**config.mk**
```make
export PLATFORM = sky130hd
export DESIGN_NAME = uart_rx_flat
export DESIGN_NICKNAME = d
export VERILOG_FILES = /design/src/rtl/uart_rx_if.sv /design/src/rtl/uart_rx.sv /design/src/flat_wrapper.sv
export SDC_FILE = /design/constraint.sdc
export NUM_CORES = 1
export LEC_CHECK = 0
export CAP_MARGIN = 20
export CORE_ASPECT_RATIO = 0.7
export CORE_MARGIN = 3
export CORE_UTILIZATION = 52
export CTS_BUF_LIST = sky130_fd_sc_hd__clkbuf_8 sky130_fd_sc_hd__clkbuf_16
export DETAILED_ROUTE_END_ITERATION = 12
export PLACE_DENSITY_LB_ADDON = 0.1
export RECOVER_POWER = 100
export SLEW_MARGIN = 20
export SYNTH_ARGS = -nofsm -noshare
export SYNTH_HDL_FRONTEND = slang
export SYNTH_SLANG_ARGS = --single-unit
```
**constraint.sdc**
```tcl
create_clock -name clk -period 2.1 [get_ports clk]
set_input_delay 0.42 -clock clk [delete_from_list [all_inputs] [get_ports clk]]
set_output_delay 0.42 -clock clk [all_outputs]
set_load 0.02 [all_outputs]
```
**src/rtl/uart_rx_if.sv**
```systemverilog
// Receive-side output bundle of uart_rx: received word, strobes, busy.
interface uart_rx_if #(
   parameter int W = 8
);
   logic [W-1:0] rx_data;
   logic         rx_valid;
   logic         rx_frame_err;
   logic         rx_busy;

   modport master (
      output rx_data,
      output rx_valid,
      output rx_frame_err,
      output rx_busy
   );

   modport slave (
      input rx_data,
      input rx_valid,
      input rx_frame_err,
      input rx_busy
   );
endinterface

```
**src/rtl/uart_rx.sv**
```systemverilog
// UART receiver: 2-flop sync, falling-edge start detect, mid-bit sampling,
// LSB-first payload, STOP_BITS stop bits with sticky framing-error flag.
module uart_rx #(
   parameter int PAYLOAD_BITS = 8,
   parameter int STOP_BITS    = 2,
   parameter int BAUD_RATE    = 115_200,
   parameter int CLK_FREQ     = 8_000_000
) (
   input  logic       clk,
   input  logic       rx_reset,
   input  logic       rx_serial,
   uart_rx_if.master  rx
);
   localparam int N  = CLK_FREQ / BAUD_RATE;
   localparam int H  = N / 2;
   localparam int CW = $clog2(N);
   localparam int BW = $clog2(PAYLOAD_BITS);
   localparam int SW = (STOP_BITS > 1) ? $clog2(STOP_BITS) : 1;

   localparam logic [CW-1:0] CNT_FULL  = CW'(N - 1);
   localparam logic [CW-1:0] CNT_HALF  = CW'(H - 1);
   localparam logic [BW-1:0] BIT_LAST  = BW'(PAYLOAD_BITS - 1);
   localparam logic [SW-1:0] STOP_LAST = SW'(STOP_BITS - 1);

   typedef enum logic [1:0] {
      IDLE,
      START,
      DATA,
      STOP
   } state_t;

   state_t state_q, state_d;

   logic s1_q, s2_q, s3_q;

   logic [CW-1:0]           cnt_q, cnt_d;
   logic [BW-1:0]           bit_q, bit_d;
   logic [SW-1:0]           stop_q, stop_d;
   logic [PAYLOAD_BITS-1:0] shift_q, shift_d;
   logic                    err_q, err_d;

   logic [PAYLOAD_BITS-1:0] data_q, data_d;
   logic                    valid_q, valid_d;
   logic                    ferr_q, ferr_d;
   logic                    busy_q, busy_d;

   logic start_edge;

   // s3 holds the previous s2 so a falling edge, not a low level, starts a frame
   always_ff @(posedge clk or posedge rx_reset) begin
      if (rx_reset) begin
         s1_q <= 1'b1;
         s2_q <= 1'b1;
         s3_q <= 1'b1;
      end else begin
         s1_q <= rx_serial;
         s2_q <= s1_q;
         s3_q <= s2_q;
      end
   end

   assign start_edge = s3_q & ~s2_q;

   always_ff @(posedge clk or posedge rx_reset) begin
      if (rx_reset) begin
         state_q <= IDLE;
         cnt_q   <= '0;
         bit_q   <= '0;
         stop_q  <= '0;
         shift_q <= '0;
         err_q   <= 1'b0;
         data_q  <= '0;
         valid_q <= 1'b0;
         ferr_q  <= 1'b0;
         busy_q  <= 1'b0;
      end else begin
         state_q <= state_d;
         cnt_q   <= cnt_d;
         bit_q   <= bit_d;
         stop_q  <= stop_d;
         shift_q <= shift_d;
         err_q   <= err_d;
         data_q  <= data_d;
         valid_q <= valid_d;
         ferr_q  <= ferr_d;
         busy_q  <= busy_d;
      end
   end

   always_comb begin
      state_d = state_q;
      cnt_d   = cnt_q;
      bit_d   = bit_q;
      stop_d  = stop_q;
      shift_d = shift_q;
      err_d   = err_q;
      data_d  = data_q;
      valid_d = 1'b0;
      ferr_d  = 1'b0;
      busy_d  = busy_q;

      case (state_q)
         IDLE: begin
            busy_d = 1'b0;
            if (start_edge) begin
               cnt_d   = '0;
               state_d = START;
               busy_d  = 1'b1;
            end
         end

         START: begin
            if (cnt_q == CNT_HALF) begin
               cnt_d = '0;
               if (!s2_q) begin
                  bit_d   = '0;
                  state_d = DATA;
               end else begin
                  state_d = IDLE;
                  busy_d  = 1'b0;
               end
            end else begin
               cnt_d = cnt_q + 1'b1;
            end
         end

         DATA: begin
            if (cnt_q == CNT_FULL) begin
               cnt_d          = '0;
               shift_d[bit_q] = s2_q;
               if (bit_q == BIT_LAST) begin
                  bit_d   = '0;
                  stop_d  = '0;
                  state_d = STOP;
               end else begin
                  bit_d = bit_q + 1'b1;
               end
            end else begin
               cnt_d = cnt_q + 1'b1;
            end
         end

         STOP: begin
            if (cnt_q == CNT_FULL) begin
               cnt_d = '0;
               if (stop_q == STOP_LAST) begin
                  data_d  = shift_q;
                  valid_d = 1'b1;
                  ferr_d  = err_q | ~s2_q;
                  busy_d  = 1'b0;
                  err_d   = 1'b0;
                  stop_d  = '0;
                  state_d = IDLE;
               end else begin
                  err_d  = err_q | ~s2_q;
                  stop_d = stop_q + 1'b1;
               end
            end else begin
               cnt_d = cnt_q + 1'b1;
            end
         end

         default: begin
            state_d = IDLE;
            busy_d  = 1'b0;
            cnt_d   = '0;
            bit_d   = '0;
            stop_d  = '0;
            err_d   = 1'b0;
         end
      endcase
   end

   assign rx.rx_data      = data_q;
   assign rx.rx_valid     = valid_q;
   assign rx.rx_frame_err = ferr_q;
   assign rx.rx_busy      = busy_q;
endmodule
```
**src/flat_wrapper.sv**
```systemverilog
// flat-port wrapper written by rule: the top's interface ports become plain ports
module uart_rx_flat 
#(
   parameter int PAYLOAD_BITS = 8,
   parameter int STOP_BITS    = 2,
   parameter int BAUD_RATE    = 115_200,
   parameter int CLK_FREQ     = 8_000_000
)
  (clk, rx_reset, rx_serial, rx_rx_data, rx_rx_valid, rx_rx_frame_err, rx_rx_busy);
  uart_rx_if rx_i ();
  input  logic clk;
  input  logic rx_reset;
  input  logic rx_serial;
  output wire logic [$bits(rx_i.rx_data)-1:0] rx_rx_data;
  output wire logic [$bits(rx_i.rx_valid)-1:0] rx_rx_valid;
  output wire logic [$bits(rx_i.rx_frame_err)-1:0] rx_rx_frame_err;
  output wire logic [$bits(rx_i.rx_busy)-1:0] rx_rx_busy;
  assign rx_rx_data = rx_i.rx_data;
  assign rx_rx_valid = rx_i.rx_valid;
  assign rx_rx_frame_err = rx_i.rx_frame_err;
  assign rx_rx_busy = rx_i.rx_busy;
  uart_rx #(.PAYLOAD_BITS(PAYLOAD_BITS), .STOP_BITS(STOP_BITS), .BAUD_RATE(BAUD_RATE), .CLK_FREQ(CLK_FREQ)) u_core (.clk(clk), .rx_reset(rx_reset), .rx_serial(rx_serial), .rx(rx_i));
endmodule
```
==> out/qor.log <==
qor: outcome.result_of_the_run complete, no violations
qor: synthesis.postSynthNetCount 157
qor: detailed_routing.drc_errors 0
qor: sta.grt_setup_unrepaired no
qor: final_layout.multi_input_comb_area 712 um2
qor: floorplan.initial_utilization 57.5%
qor: setup_path.required 2260 ps
qor: setup_path.crit_type reg2reg
qor: final_layout.antenna_cells_inserted 0
qor: synthesis.post_synth_main_area_contributors dfrtp_1, mux2_1, dfstp_2, ha_1, nand3_1
qor: synthesis.synth.cells.most_frequent dfrtp_1, mux2_1, inv_1, nand2_1, nand3_1
qor: synthesis.synth_top_cell_by_area dfrtp_1
qor: detailed_routing.drtIter0Drc 55
qor: clocking.cts_resized 0
qor: synthesis.synth-seq-area-share 53.1%
qor: grt.number_of_antenna_violations_at_the_first_check_in_global_routing 0
qor: setup_path.highest_net_fanout_along_the_worst_path 13
qor: clocking.tritoncts built
qor: synthesis.post_synth_instance_area 1700 um2
qor: sta.final-max-slew-violation-count 0
qor: min_path.worst_hold_check_path_type reg2reg
qor: power_and_ir_drop.worst_ir_drop_vdd 0.583 mV
qor: detailed_routing.wl_per_cell 16.1 um
qor: sta.worst_pin_slew 871 ps
qor: sta.fin_crit_sh 93.2%
qor: detailed_routing.detailedRoute.firstPassIterationCount 4
qor: synthesis.ys_seq_elements 36
qor: synthesis.synth_edf_count 0
qor: clocking.clk_path_buf_depth 2
qor: clocking.htreeDepth 2
qor: sta.achievable-frequency 511 MHz
qor: sta.setup_slack 142 ps
qor: synthesis.yosysWarnings 0
qor: synthesis.syn-mean-instance-area 11.4 um2
qor: final_layout.fill_cells 235
qor: setup_path.delay_contributed_by_the_slowest_stage_of_the_critical_path 420 ps
qor: placed_design.rd_place_congestion 0.811
qor: detailed_routing.wl 3260 um
qor: synthesis.yosysMostFrequentCell dfrtp_1
qor: final_layout.final-seq-area 905 um2
qor: setup_path.crit_end_element register
qor: clocking.cts_setup_buffers 0
qor: setup_path.count_of_buffering_cells_on_the_critical_path_with_inverters_included 2
qor: sta.min_period 1960 ps
qor: clocking.tritoncts.num_buffers 5
qor: clocking.cts_sinks 36
qor: floorplan.fp.dieArea 4010 um2
qor: final_layout.design.final.nets 173
qor: final_layout.drive_above_1_share 9.04%
qor: sta.slew-limit-headroom 41.9%
qor: setup_path.cp_slowest_cell dfrtp_1
qor: power_and_ir_drop.pwr_density_cell 976 nW/um2
qor: setup_path.critPathLaunchType register
qor: floorplan.core_area 2960 um2
qor: detailed_routing.antenna_violation_net_count_after_detailed_routing 0
qor: setup_path.worst_path_dominant_cell_family simple AND/OR/NAND/NOR gates
qor: grt.largest_net_degree_at_the_start_of_global_routing 37
qor: final_layout.area_growth 14.3%
qor: sta.final_setup_viols 0
qor: placed_design.buffer_ports.inserted 13
qor: floorplan.dieWidth 74.4 um
qor: clocking.clk_latency 290 ps
qor: synthesis.syn-instance-count 149
qor: setup_path.timing.critical_path.cells inv_1, ha_1, and4b_1, and3_1, buf_4, nand4b_1, mux2_1
qor: floorplan.rows 16
qor: clocking.clk_transition_reported_paths 60 ps
qor: synthesis.dominantRegCellSynth dfrtp_1
qor: detailed_routing.num_vias 1170
qor: clocking.cts_hold_buffers 0
qor: floorplan.boundaryPins 14
qor: floorplan.die_height 53.9 um
qor: grt.total_global_routing_track_utilization 19.6%
qor: setup_path.crit_arrival 2120 ps
qor: sta.final.setup_skew 10.3 ps
qor: run.max_cap_violations 0
qor: synthesis.async_reset_ff_share 100%
qor: synthesis.synth.top_cell.area_share 48.5%
qor: sta.tns 0 ps
qor: placed_design.hpwl 2320 um
qor: synthesis.synthDistinctLibCells 40
qor: clocking.cts_root_buffer clkbuf_8
qor: detailed_routing.route.detailed.vias_per_inst 5.79
qor: grt.global_route.overflow_total 0
qor: sta.report.final.hold_viol_count 0
qor: grt.grt_pass1_vias 1168
qor: placed_design.pre_cts_slack 188 ps
qor: grt.grt_first_pass_wirelength 5720 um
qor: power_and_ir_drop.p_leak 0.935 nW
-- final timing paths --
path                                       from                 end  slack [ps]  cells past startpoint
worst max register to register  u_core.cnt_q[0]   u_core.shift_q[5]         140                      7
worst min-delay path                u_core.s1_q         u_core.s2_q         360                      0
worst min register to register      u_core.s1_q         u_core.s2_q         360                      0
max in group asynchronous              rx_reset     u_core.bit_q[0]         710                      3
min in group asynchronous              rx_reset  u_core.rx.rx_valid         840                      3
worst max-delay path            u_core.cnt_q[0]   u_core.shift_q[5]         140                      7
-- layout by cell type (no fill, tap or decap), types with 6 or more instances in the layout --
master         instances
mux2_1                16
inv_1                 10
clkbuf_8               7
nand2_1                8
dlygate4sd3_1         13
nor2b_1                6
nand3_1                8
nor2_1                 7
dfrtp_1               33
a21oi_1                6
-- power by group --
group | switching (mW) | internal, mW | leakage (nW)
clock | 0.231 | 0.294 | 0.0557
sequential | 0.140 | 0.781 | 0.480
combinational | 0.280 | 0.176 | 0.399
-- cell families after synthesis --
| family | synth area share (%) |
|---|---|
| xor+xnor | 0.514 |
| buf+inv | 5.14 |
| fa+ha+maj | 3.67 |
| mux | 12.3 |
| compound gates | 9.69 |
| flops | 53.1 |
| simple gates | 15.6 |
-- layer usage --
metal / global-route usage, % / wire, um / vias up
met1: 28.9 / 1730 / 584
met4: 6.21 / 26 / 0
li1: - / - / 561
met5: 0 / 0 / -
met3: 5.60 / 144 / 5
met2: 27.8 / 1360 / 20
-- final cells by class --
class | count | area share [%]
Timing Repair Buffer | 16 | 7.51
Sequential cell | 36 | 46.4
Clock inverter | 1 | 0.193
Inverter | 10 | 2.06
Tap cell | 36 | 2.31
Multi-Input combinational cell | 96 | 36.5
Clock buffer | 7 | 4.95
-- registers in the layout, summed over array words and instances (netlist names), 3 cells and up, named ones only --
signal and count:
u_core.bit_q 3, u_core.cnt_q 7, u_core.rx.rx_data 8, u_core.shift_q 8
-- metrics by stage --
| stage | power, mW | std cells | area [um2] | hold slack [ps] | utilization (%) |
|---|---|---|---|---|---|
| 3_3_place_gp | 1.38 | 194 | 1850 | 347 | 62.6 |
| 4_1_cts | 1.94 | 202 | 1950 | 362 | 66.0 |
| 3_5_place_dp | 1.41 | 194 | 1850 | 352 | 62.6 |
| 5_1_grt | 2.03 | 202 | 1950 | 367 | 65.8 |
| 2_1_floorplan | 1.24 | 149 | 1700 | 345 | - |
| 6_report | 1.90 | 202 | 1950 | 364 | 65.8 |
Note: power is estimated with default switching activity, not from simulation.
